### config.mk
export PLATFORM = sky130hd
export DESIGN_NAME = alu_ctrl_decode_flat
export DESIGN_NICKNAME = d
export VERILOG_FILES = /design/src/rtl/alu_ctrl_decode_if.sv /design/src/rtl/alu_ctrl_decode.sv /design/src/flat_wrapper.sv
export SDC_FILE = /design/constraint.sdc
export NUM_CORES = 1
export LEC_CHECK = 0
export ABC_AREA = 1
export CAP_MARGIN = 5
export CORE_MARGIN = 2
export CORE_UTILIZATION = 40
export CTS_CLUSTER_SIZE = 14
export DETAILED_ROUTE_END_ITERATION = 10
export PLACE_DENSITY = 0.73
export SETUP_SLACK_MARGIN = 0.5
export SYNTH_ARGS = -nofsm -noshare
export SYNTH_HDL_FRONTEND = slang
export SYNTH_SLANG_ARGS = --single-unit
export TNS_END_PERCENT = 5
### constraint.sdc
create_clock -name clk -period 5.6 [get_ports clk]
set_clock_uncertainty 0.15 [all_clocks]
set_input_delay 1.68 -clock clk [delete_from_list [all_inputs] [get_ports clk]]
set_output_delay 1.68 -clock clk [all_outputs]
set_load 0.02 [all_outputs]
### src/rtl/alu_ctrl_decode_if.sv
// Fetch-to-execute bus for the ALU control decode stage.
// The decode stage takes the slave view; the fetch/execute side takes the master view.
interface alu_ctrl_decode_if #(
  parameter int WIDTH_DATA_LENGTH   = 32,
  parameter int WIDTH_ALUSEL_LENGTH = 4,
  parameter int WIDTH_ILLCNT_LENGTH = 8
);
  logic [WIDTH_DATA_LENGTH-1:0]   InstIn;
  logic [WIDTH_DATA_LENGTH-1:0]   PCIn;
  logic                           InValid;
  logic                           InReady;
  logic                           Flush;
  logic                           OutValid;
  logic                           OutReady;
  logic [WIDTH_ALUSEL_LENGTH-1:0] ALUSel;
  logic                           ASel;
  logic                           BSel;
  logic [WIDTH_DATA_LENGTH-1:0]   ImmOut;
  logic [4:0]                     Rs1Addr;
  logic [4:0]                     Rs2Addr;
  logic [4:0]                     RdAddr;
  logic                           RegWEn;
  logic                           IllegalInst;
  logic [WIDTH_DATA_LENGTH-1:0]   PCOut;
  logic [WIDTH_DATA_LENGTH-1:0]   InstOut;
  logic [WIDTH_ILLCNT_LENGTH-1:0] IllegalCount;

  modport master (
    output InstIn, PCIn, InValid, Flush, OutReady,
    input  InReady, OutValid, ALUSel, ASel, BSel, ImmOut, Rs1Addr, Rs2Addr,
           RdAddr, RegWEn, IllegalInst, PCOut, InstOut, IllegalCount
  );

  modport slave (
    input  InstIn, PCIn, InValid, Flush, OutReady,
    output InReady, OutValid, ALUSel, ASel, BSel, ImmOut, Rs1Addr, Rs2Addr,
           RdAddr, RegWEn, IllegalInst, PCOut, InstOut, IllegalCount
  );
endinterface

### src/rtl/alu_ctrl_decode.sv
// RV32I decode stage producing the ALU control word, registered behind a
// one-deep valid/ready output buffer with flush and an illegal-instruction counter.
module alu_ctrl_decode #(
  parameter int WIDTH_DATA_LENGTH   = 32,
  parameter int WIDTH_ALUSEL_LENGTH = 4,
  parameter int WIDTH_ILLCNT_LENGTH = 8
) (
  input logic              clk,
  input logic              rst,
  alu_ctrl_decode_if.slave bus
);

  localparam logic [3:0] ALU_ADD    = 4'b0000;
  localparam logic [3:0] ALU_SUB    = 4'b0001;
  localparam logic [3:0] ALU_SLL    = 4'b0010;
  localparam logic [3:0] ALU_SLT    = 4'b0011;
  localparam logic [3:0] ALU_SLTU   = 4'b0100;
  localparam logic [3:0] ALU_XOR    = 4'b0101;
  localparam logic [3:0] ALU_SRL    = 4'b0110;
  localparam logic [3:0] ALU_SRA    = 4'b0111;
  localparam logic [3:0] ALU_OR     = 4'b1000;
  localparam logic [3:0] ALU_AND    = 4'b1001;
  localparam logic [3:0] ALU_PASS_B = 4'b1111;

  localparam logic [6:0] OPC_OP     = 7'b0110011;
  localparam logic [6:0] OPC_OP_IMM = 7'b0010011;
  localparam logic [6:0] OPC_LUI    = 7'b0110111;
  localparam logic [6:0] OPC_AUIPC  = 7'b0010111;
  localparam logic [6:0] OPC_LOAD   = 7'b0000011;
  localparam logic [6:0] OPC_STORE  = 7'b0100011;
  localparam logic [6:0] OPC_BRANCH = 7'b1100011;
  localparam logic [6:0] OPC_JAL    = 7'b1101111;
  localparam logic [6:0] OPC_JALR   = 7'b1100111;

  localparam logic [6:0] F7_BASE = 7'b0000000;
  localparam logic [6:0] F7_ALT  = 7'b0100000;

  localparam int DW = WIDTH_DATA_LENGTH;
  localparam int SW = WIDTH_ALUSEL_LENGTH;
  localparam int CW = WIDTH_ILLCNT_LENGTH;

  logic [DW-1:0] inst;
  logic [6:0]    opcode;
  logic [2:0]    funct3;
  logic [6:0]    funct7;
  logic [31:0]   imm_i, imm_s, imm_b, imm_u, imm_j, imm_sh;

  logic [SW-1:0] dec_alu;
  logic          dec_asel;
  logic          dec_bsel;
  logic [31:0]   dec_imm;
  logic          dec_wen;
  logic          dec_ill;

  logic          in_ready;
  logic          load;
  logic          xfer;

  logic          out_valid_d, out_valid_q;
  logic [SW-1:0] alu_sel_d, alu_sel_q;
  logic          a_sel_d, a_sel_q;
  logic          b_sel_d, b_sel_q;
  logic [DW-1:0] imm_d, imm_q;
  logic [4:0]    rs1_d, rs1_q;
  logic [4:0]    rs2_d, rs2_q;
  logic [4:0]    rd_d, rd_q;
  logic          reg_wen_d, reg_wen_q;
  logic          illegal_d, illegal_q;
  logic [DW-1:0] pc_d, pc_q;
  logic [DW-1:0] inst_d, inst_q;
  logic [CW-1:0] ill_cnt_d, ill_cnt_q;

  assign inst   = bus.InstIn;
  assign opcode = inst[6:0];
  assign funct3 = inst[14:12];
  assign funct7 = inst[31:25];

  assign imm_i  = {{20{inst[31]}}, inst[31:20]};
  assign imm_s  = {{20{inst[31]}}, inst[31:25], inst[11:7]};
  assign imm_b  = {{19{inst[31]}}, inst[31], inst[7], inst[30:25], inst[11:8], 1'b0};
  assign imm_u  = {inst[31:12], 12'b0};
  assign imm_j  = {{11{inst[31]}}, inst[31], inst[19:12], inst[20], inst[30:21], 1'b0};
  // The ALU shifts by all of DataB, so funct7 must not leak into the shift amount.
  assign imm_sh = {27'b0, inst[24:20]};

  always_comb begin
    dec_alu  = ALU_ADD;
    dec_asel = 1'b0;
    dec_bsel = 1'b0;
    dec_imm  = '0;
    dec_wen  = 1'b0;
    dec_ill  = 1'b0;
    case (opcode)
      OPC_OP: begin
        dec_wen = 1'b1;
        if (funct7 == F7_BASE) begin
          case (funct3)
            3'b000:  dec_alu = ALU_ADD;
            3'b001:  dec_alu = ALU_SLL;
            3'b010:  dec_alu = ALU_SLT;
            3'b011:  dec_alu = ALU_SLTU;
            3'b100:  dec_alu = ALU_XOR;
            3'b101:  dec_alu = ALU_SRL;
            3'b110:  dec_alu = ALU_OR;
            default: dec_alu = ALU_AND;
          endcase
        end else if (funct7 == F7_ALT && funct3 == 3'b000) begin
          dec_alu = ALU_SUB;
        end else if (funct7 == F7_ALT && funct3 == 3'b101) begin
          dec_alu = ALU_SRA;
        end else begin
          dec_ill = 1'b1;
        end
      end
      OPC_OP_IMM: begin
        dec_bsel = 1'b1;
        dec_wen  = 1'b1;
        dec_imm  = imm_i;
        case (funct3)
          3'b000: dec_alu = ALU_ADD;
          3'b010: dec_alu = ALU_SLT;
          3'b011: dec_alu = ALU_SLTU;
          3'b100: dec_alu = ALU_XOR;
          3'b110: dec_alu = ALU_OR;
          3'b111: dec_alu = ALU_AND;
          3'b001: begin
            dec_alu = ALU_SLL;
            dec_imm = imm_sh;
            dec_ill = (funct7 != F7_BASE);
          end
          default: begin
            dec_alu = (funct7 == F7_ALT) ? ALU_SRA : ALU_SRL;
            dec_imm = imm_sh;
            dec_ill = (funct7 != F7_BASE) && (funct7 != F7_ALT);
          end
        endcase
      end
      OPC_LUI: begin
        dec_alu  = ALU_PASS_B;
        dec_bsel = 1'b1;
        dec_imm  = imm_u;
        dec_wen  = 1'b1;
      end
      OPC_AUIPC: begin
        dec_asel = 1'b1;
        dec_bsel = 1'b1;
        dec_imm  = imm_u;
        dec_wen  = 1'b1;
      end
      OPC_LOAD: begin
        dec_bsel = 1'b1;
        dec_imm  = imm_i;
        dec_wen  = 1'b1;
      end
      OPC_STORE: begin
        dec_bsel = 1'b1;
        dec_imm  = imm_s;
      end
      OPC_BRANCH: begin
        dec_asel = 1'b1;
        dec_bsel = 1'b1;
        dec_imm  = imm_b;
      end
      OPC_JAL: begin
        dec_asel = 1'b1;
        dec_bsel = 1'b1;
        dec_imm  = imm_j;
        dec_wen  = 1'b1;
      end
      OPC_JALR: begin
        dec_bsel = 1'b1;
        dec_imm  = imm_i;
        dec_wen  = 1'b1;
        dec_ill  = (funct3 != 3'b000);
      end
      default: dec_ill = 1'b1;
    endcase

    if (dec_ill) begin
      dec_alu  = ALU_ADD;
      dec_asel = 1'b0;
      dec_bsel = 1'b0;
      dec_imm  = '0;
      dec_wen  = 1'b0;
    end
    if (inst[11:7] == 5'd0) dec_wen = 1'b0;
  end

  assign in_ready = ~out_valid_q | bus.OutReady;
  assign load     = bus.InValid & in_ready & ~bus.Flush;
  assign xfer     = out_valid_q & bus.OutReady;

  always_comb begin
    out_valid_d = out_valid_q;
    alu_sel_d   = alu_sel_q;
    a_sel_d     = a_sel_q;
    b_sel_d     = b_sel_q;
    imm_d       = imm_q;
    rs1_d       = rs1_q;
    rs2_d       = rs2_q;
    rd_d        = rd_q;
    reg_wen_d   = reg_wen_q;
    illegal_d   = illegal_q;
    pc_d        = pc_q;
    inst_d      = inst_q;
    ill_cnt_d   = ill_cnt_q;

    if (bus.Flush)  out_valid_d = 1'b0;
    else if (load)  out_valid_d = 1'b1;
    else if (xfer)  out_valid_d = 1'b0;

    if (load) begin
      alu_sel_d = dec_alu;
      a_sel_d   = dec_asel;
      b_sel_d   = dec_bsel;
      imm_d     = dec_imm;
      rs1_d     = inst[19:15];
      rs2_d     = inst[24:20];
      rd_d      = inst[11:7];
      reg_wen_d = dec_wen;
      illegal_d = dec_ill;
      pc_d      = bus.PCIn;
      inst_d    = inst;
    end

    // A flushed instruction never counts as delivered.
    if (xfer && !bus.Flush && illegal_q && !(&ill_cnt_q))
      ill_cnt_d = ill_cnt_q + CW'(1);
  end

  always_ff @(posedge clk) begin
    if (rst) begin
      out_valid_q <= 1'b0;
      alu_sel_q   <= ALU_ADD;
      a_sel_q     <= 1'b0;
      b_sel_q     <= 1'b0;
      imm_q       <= '0;
      rs1_q       <= '0;
      rs2_q       <= '0;
      rd_q        <= '0;
      reg_wen_q   <= 1'b0;
      illegal_q   <= 1'b0;
      pc_q        <= '0;
      inst_q      <= '0;
      ill_cnt_q   <= '0;
    end else begin
      out_valid_q <= out_valid_d;
      alu_sel_q   <= alu_sel_d;
      a_sel_q     <= a_sel_d;
      b_sel_q     <= b_sel_d;
      imm_q       <= imm_d;
      rs1_q       <= rs1_d;
      rs2_q       <= rs2_d;
      rd_q        <= rd_d;
      reg_wen_q   <= reg_wen_d;
      illegal_q   <= illegal_d;
      pc_q        <= pc_d;
      inst_q      <= inst_d;
      ill_cnt_q   <= ill_cnt_d;
    end
  end

  assign bus.InReady      = in_ready;
  assign bus.OutValid     = out_valid_q;
  assign bus.ALUSel       = alu_sel_q;
  assign bus.ASel         = a_sel_q;
  assign bus.BSel         = b_sel_q;
  assign bus.ImmOut       = imm_q;
  assign bus.Rs1Addr      = rs1_q;
  assign bus.Rs2Addr      = rs2_q;
  assign bus.RdAddr       = rd_q;
  assign bus.RegWEn       = reg_wen_q;
  assign bus.IllegalInst  = illegal_q;
  assign bus.PCOut        = pc_q;
  assign bus.InstOut      = inst_q;
  assign bus.IllegalCount = ill_cnt_q;

endmodule
### src/flat_wrapper.sv
// flat-port wrapper written by rule: the top's interface ports become plain ports
module alu_ctrl_decode_flat 
#(
  parameter int WIDTH_DATA_LENGTH   = 32,
  parameter int WIDTH_ALUSEL_LENGTH = 4,
  parameter int WIDTH_ILLCNT_LENGTH = 8
)
  (clk, rst, bus_InstIn, bus_PCIn, bus_InValid, bus_Flush, bus_OutReady, bus_InReady, bus_OutValid, bus_ALUSel, bus_ASel, bus_BSel, bus_ImmOut, bus_Rs1Addr, bus_Rs2Addr, bus_RdAddr, bus_RegWEn, bus_IllegalInst, bus_PCOut, bus_InstOut, bus_IllegalCount);
  alu_ctrl_decode_if #(.WIDTH_DATA_LENGTH(WIDTH_DATA_LENGTH), .WIDTH_ALUSEL_LENGTH(WIDTH_ALUSEL_LENGTH), .WIDTH_ILLCNT_LENGTH(WIDTH_ILLCNT_LENGTH)) bus_i ();
  input logic clk;
  input logic rst;
  input wire logic [$bits(bus_i.InstIn)-1:0] bus_InstIn;
  input wire logic [$bits(bus_i.PCIn)-1:0] bus_PCIn;
  input wire logic [$bits(bus_i.InValid)-1:0] bus_InValid;
  input wire logic [$bits(bus_i.Flush)-1:0] bus_Flush;
  input wire logic [$bits(bus_i.OutReady)-1:0] bus_OutReady;
  output wire logic [$bits(bus_i.InReady)-1:0] bus_InReady;
  output wire logic [$bits(bus_i.OutValid)-1:0] bus_OutValid;
  output wire logic [$bits(bus_i.ALUSel)-1:0] bus_ALUSel;
  output wire logic [$bits(bus_i.ASel)-1:0] bus_ASel;
  output wire logic [$bits(bus_i.BSel)-1:0] bus_BSel;
  output wire logic [$bits(bus_i.ImmOut)-1:0] bus_ImmOut;
  output wire logic [$bits(bus_i.Rs1Addr)-1:0] bus_Rs1Addr;
  output wire logic [$bits(bus_i.Rs2Addr)-1:0] bus_Rs2Addr;
  output wire logic [$bits(bus_i.RdAddr)-1:0] bus_RdAddr;
  output wire logic [$bits(bus_i.RegWEn)-1:0] bus_RegWEn;
  output wire logic [$bits(bus_i.IllegalInst)-1:0] bus_IllegalInst;
  output wire logic [$bits(bus_i.PCOut)-1:0] bus_PCOut;
  output wire logic [$bits(bus_i.InstOut)-1:0] bus_InstOut;
  output wire logic [$bits(bus_i.IllegalCount)-1:0] bus_IllegalCount;
  assign bus_i.InstIn = bus_InstIn;
  assign bus_i.PCIn = bus_PCIn;
  assign bus_i.InValid = bus_InValid;
  assign bus_i.Flush = bus_Flush;
  assign bus_i.OutReady = bus_OutReady;
  assign bus_InReady = bus_i.InReady;
  assign bus_OutValid = bus_i.OutValid;
  assign bus_ALUSel = bus_i.ALUSel;
  assign bus_ASel = bus_i.ASel;
  assign bus_BSel = bus_i.BSel;
  assign bus_ImmOut = bus_i.ImmOut;
  assign bus_Rs1Addr = bus_i.Rs1Addr;
  assign bus_Rs2Addr = bus_i.Rs2Addr;
  assign bus_RdAddr = bus_i.RdAddr;
  assign bus_RegWEn = bus_i.RegWEn;
  assign bus_IllegalInst = bus_i.IllegalInst;
  assign bus_PCOut = bus_i.PCOut;
  assign bus_InstOut = bus_i.InstOut;
  assign bus_IllegalCount = bus_i.IllegalCount;
  alu_ctrl_decode #(.WIDTH_DATA_LENGTH(WIDTH_DATA_LENGTH), .WIDTH_ALUSEL_LENGTH(WIDTH_ALUSEL_LENGTH), .WIDTH_ILLCNT_LENGTH(WIDTH_ILLCNT_LENGTH)) u_core (.clk(clk), .rst(rst), .bus(bus_i));
endmodule
== After elaboration in Yosys (flattened, before gate mapping) ==
Index checks and enable logic that the tools add are counted.
Storage, ports and cells
  bits in registers: 128
  input port bits: 69
  output and inout port bits: 129
  logic and storage cells: 86
Cells by class
  add/sub/neg operators: 1
  eq/ne operators: 18
  mux-type cells: 25
  bitwise operators: 6
  reductions and logical operators: 23
Operators with widths (number)
  $pmux 32 s6: 1
  $mux 32: 2
  $pmux 4 s7: 2
  $eq 7x6->1 const B: 4
  $eq 7x7->1 const B: 3
  $eq 7x5->1 const B: 2
  $mux 1: 13
  $eq 3x3->1 const B: 4
  $mux 4: 3
  $pmux 4 s3: 1
  $reduce_or 6->1: 2
  $add 8x1->8 const B: 1
  $reduce_and 8->1: 1
  $reduce_or 8->1: 1
  $eq 7x2->1 const B: 1
  $logic_not 7->1: 1
  $ne 7x6->1 const B: 1
  $reduce_bool 7->1: 1
  $reduce_or 7->1: 1
  $eq 3x2->1 const B: 2
  $logic_and 1x1->1: 6
  $reduce_or 2->1: 3
  $logic_not 5->1: 1
  $pmux 1 s4: 1
  other kinds (11): 15

== Depth between registers and ports, before layout ==
  word-level depth: 8
  depth in mapped cells: 12
  gate-level depth less buffers: 12

== Least setup slack after synthesis ==
OpenSTA, ideal clock, no wires.
  path type: input to output
  start point: in bus_OutReady
  end point: out bus_InReady
  data arrival time: 1.873 ns
  required time: 3.770 ns
  path slack: 1.897 ns
  stages: 2
  buffers on the path: 0
  cells stage by stage: nor2_1 > inv_1
Between the ends
  cells in the longest elaborated chain, start to end: 1
RTL lines
  start, declared: RTL line flat_wrapper.sv:16  | input wire logic [$bits(bus_i.OutReady)-1:0] bus_OutReady;
  $or 1x1->1: RTL line alu_ctrl_decode.sv:189  | assign in_ready = ~out_valid_q | bus.OutReady;
  end, declared: RTL line flat_wrapper.sv:17  | output wire logic [$bits(bus_i.InReady)-1:0] bus_InReady;
No other way between the ends.

== Final worst setup path ==
Ends and elaborated chain as after synthesis.

==> results.py <==
metrics = {
    "place": {
        "dp_hpwl_um": 10700,
        "place_ws_ns": 0.867,
        "portBuffers": 197,
        "dp.cells": 1032,
        "globalplace.congestion": 0.919,
    },
    "sta": {
        "maxSlewViolCount": 0,
        "hold_violations": 0,
        "tns_ns": 0,
        "setup-violations-final": 0,
        "setup_ws_ns": 0.857,
        "fmax_mhz": 211,
        "tightest_slew_ns": 0.843,
        "timing.final.crit_share_pct": 84.7,
        "slew_headroom_pct": 43.8,
        "post-route-min-period_ns": 4.74,
        "rsz0062_at_grt": "false",
    },
    "grt": {
        "grt_max_degree": 90,
        "grt_pass1_vias": 4866,
        "grt_remaining_overflow": 0,
        "grt_antenna_before_repair": 0,
        "grt_usage_pct": 23.2,
        "grt_pass1_wl_um": 24200,
    },
    "outcome": {
        "status": "completed",
    },
    "layout": {
        "n_fill_cell": 1148,
        "diodes": 0,
        "postLayoutCoreUtil_pct": 62.1,
        "syn2layout_area_growth_pct": 49.9,
        "drive_gt1_share_pct": 6.25,
        "fin_nets": 953,
        "finalNonFillerCells": 1064,
    },
    "floorplanning": {
        "start_util_pct": 41.4,
        "die_y_um": 116,
        "rows": 40,
        "die_w_um": 116,
        "core_region_area_mm2": 0.0121,
        "io_pins": 198,
        "die-area_mm2": 0.0135,
    },
    "synth": {
        "yosysWarnings": 0,
        "syn-cell-area_mm2": 0.00502,
        "synthTopCellsByArea": "dfxtp_1 45%, nand2_1 11%, nor2_1 8.9%",
        "ys_top_cells_by_count": "146 x nand2_1, 119 x nor2_1, 113 x dfxtp_1",
        "ys_async_sr_fraction_pct": 0,
        "synth_flop_cell": "dfxtp_1",
        "synth_fp_nets": 789,
        "synth-edff-count": 0,
        "yosys.area.top_type": "dfxtp_1",
        "synthMostInstantiatedCell": "nand2_1",
        "netlist_instances": 719,
        "ys_types": 31,
        "syn_area_per_cell_um2": 6.98,
        "synth.top_cell.area_share_pct": 45.1,
        "ys_seq_area_share_pct": 45.1,
        "synth_seq_cells": 113,
    },
    "clock_tree": {
        "cts_sinks": 113,
        "cts.reportedPaths.clkPinSlew_ns": 0.05,
        "cts_tree": "built",
        "post_cts_resized": 0,
        "ctsHtreeMaxLevel": 4,
        "cts_hold_buf": 0,
        "post_cts_buffers": 0,
        "numCtsBuffers": 17,
        "clk_path_buf_depth": 2,
        "cts_root_buffer": "clkbuf_16",
        "insertion_delay_ns": 0.40,
    },
    "power": {
        "ir_worst_vdd_mv": 0.175,
        "powerDensity_mw_per_mm2": 293,
        "p_leak_nw": 2.94,
    },
    "routing": {
        "drtPass1Iterations": 5,
        "drtIter0Drc": 502,
        "via_per_inst": 4.90,
        "routed_wl_um": 15200,
        "vias": 5212,
        "route.detailed.drc": 0,
        "final_antenna_net_count": 0,
        "wl_per_cell_um": 14.3,
    },
    "worst_setup_path": {
        "critical_path_class": "primary input to output pin",
        "endpoint_kind": "output pin",
        "rr_worst_depth": 8,
        "r2r-start": "u_core.bus.OutValid",
        "path_max_fanout": 3,
        "startpoint_type": "primary input",
        "r2r_setup_slack_ns": 3.32,
        "regToRegEndpoint": "u_core.bus.InstOut[26]",
        "cp.required_ns": 3.77,
        "crit_arrival_ns": 2.91,
    },
    "worst_hold_path": {
        "hold_depth": 2,
        "hp-start": "u_core.bus.ImmOut[12]",
        "hp-class": "flip-flop to flip-flop",
        "holdPathEnd": "u_core.bus.ImmOut[12]",
    },
    "flow_run": {
        "cap_violations": 0,
    },
}
-- cells in the final DEF, fill, tap and decap left out, drive strengths merged --
cell type,instances
a211oi,1
a21oi,69
a31oi,8
buf,4
bufinv,2
clkbuf,22
clkdlybuf4s50,197
clkinv,8
clkinvlp,2
dfxtp,113
ha,1
inv,43
nand2,150
nand3,58
nand4,2
nor2,129
nor3,4
nor4,3
o211ai,2
o21ai,73
o22ai,1
xnor2,2
xor2,2
-- worst max-delay path by stage --
stage                       from     endpoint  depth (start not counted)
finish              bus_OutReady  bus_InReady                          4
detailed placement  bus_OutReady  bus_InReady                          4
global route        bus_OutReady  bus_InReady                          4
CTS                 bus_OutReady  bus_InReady                          4
global placement    bus_OutReady  bus_InReady                          4
floorplan           bus_OutReady  bus_InReady                          2
-- registers in the layout, indices dropped and copies added, names as in the netlist --
register	flops
u_core.bus.ALUSel	4
u_core.bus.ASel	1
u_core.bus.BSel	1
u_core.bus.IllegalCount	8
u_core.bus.IllegalInst	1
u_core.bus.ImmOut	32
u_core.bus.InstOut	32
u_core.bus.OutValid	1
u_core.bus.PCOut	32
u_core.bus.RegWEn	1
-- worst max-delay path: stages --
cell             delay, ns
clkdlybuf4s50_1       0.48
nor2_1                0.05
inv_1                 0.09
clkdlybuf4s50_1       0.61
-- area by class of cell --
class | instances | area, um^2 | share of cell area (%)
Tap cell | 168 | 210 | 2.79
Clock buffer | 22 | 474 | 6.30
Inverter | 45 | 170 | 2.26
Multi-Input combinational cell | 505 | 2300 | 30.5
Clock inverter | 10 | 109 | 1.45
Sequential cell | 113 | 2260 | 30.1
Timing Repair Buffer | 201 | 2000 | 26.6
-- power breakdown --
| group | switching, mW | total, mW | internal (mW) |
|---|---|---|---|
| Sequential | 0.0187 | 0.856 | 0.838 |
| Clock | 0.367 | 1.05 | 0.686 |
| Combinational | 0.162 | 0.298 | 0.136 |
| Total | 0.548 | 2.21 | 1.66 |
-- cells by family (layout without fill, tap and decap cells) --
kind of cell,count (synthesis),count (layout),share of synthesized area [%]
AO/OA/AOI/OAI,154,154,15.7
buffers and inverters,101,278,9.25
flip-flops,113,113,45.1
adder cells (fa/ha/maj),1,1,0.249
XOR/XNOR,4,4,0.698
AND/OR/NAND/NOR,346,346,29.0
-- stage by stage --
step	hold slack (ns)	power (mW)	instance area, um^2
after floorplan	0.395	1.02	5020
after global placement	0.303	1.17	6940
after detailed placement	0.307	1.17	6940
after CTS	0.315	2.23	7520
after global routing	0.329	2.29	7520
final	0.312	2.21	7520
-- metal layers --
metal,global-route usage (%),part of all wire (%)
met1,28.7,43
met2,38.6,48
met3,6.69,7.3
met4,8.17,1.9
met5,0,0
(Power assumes the default switching activity.)
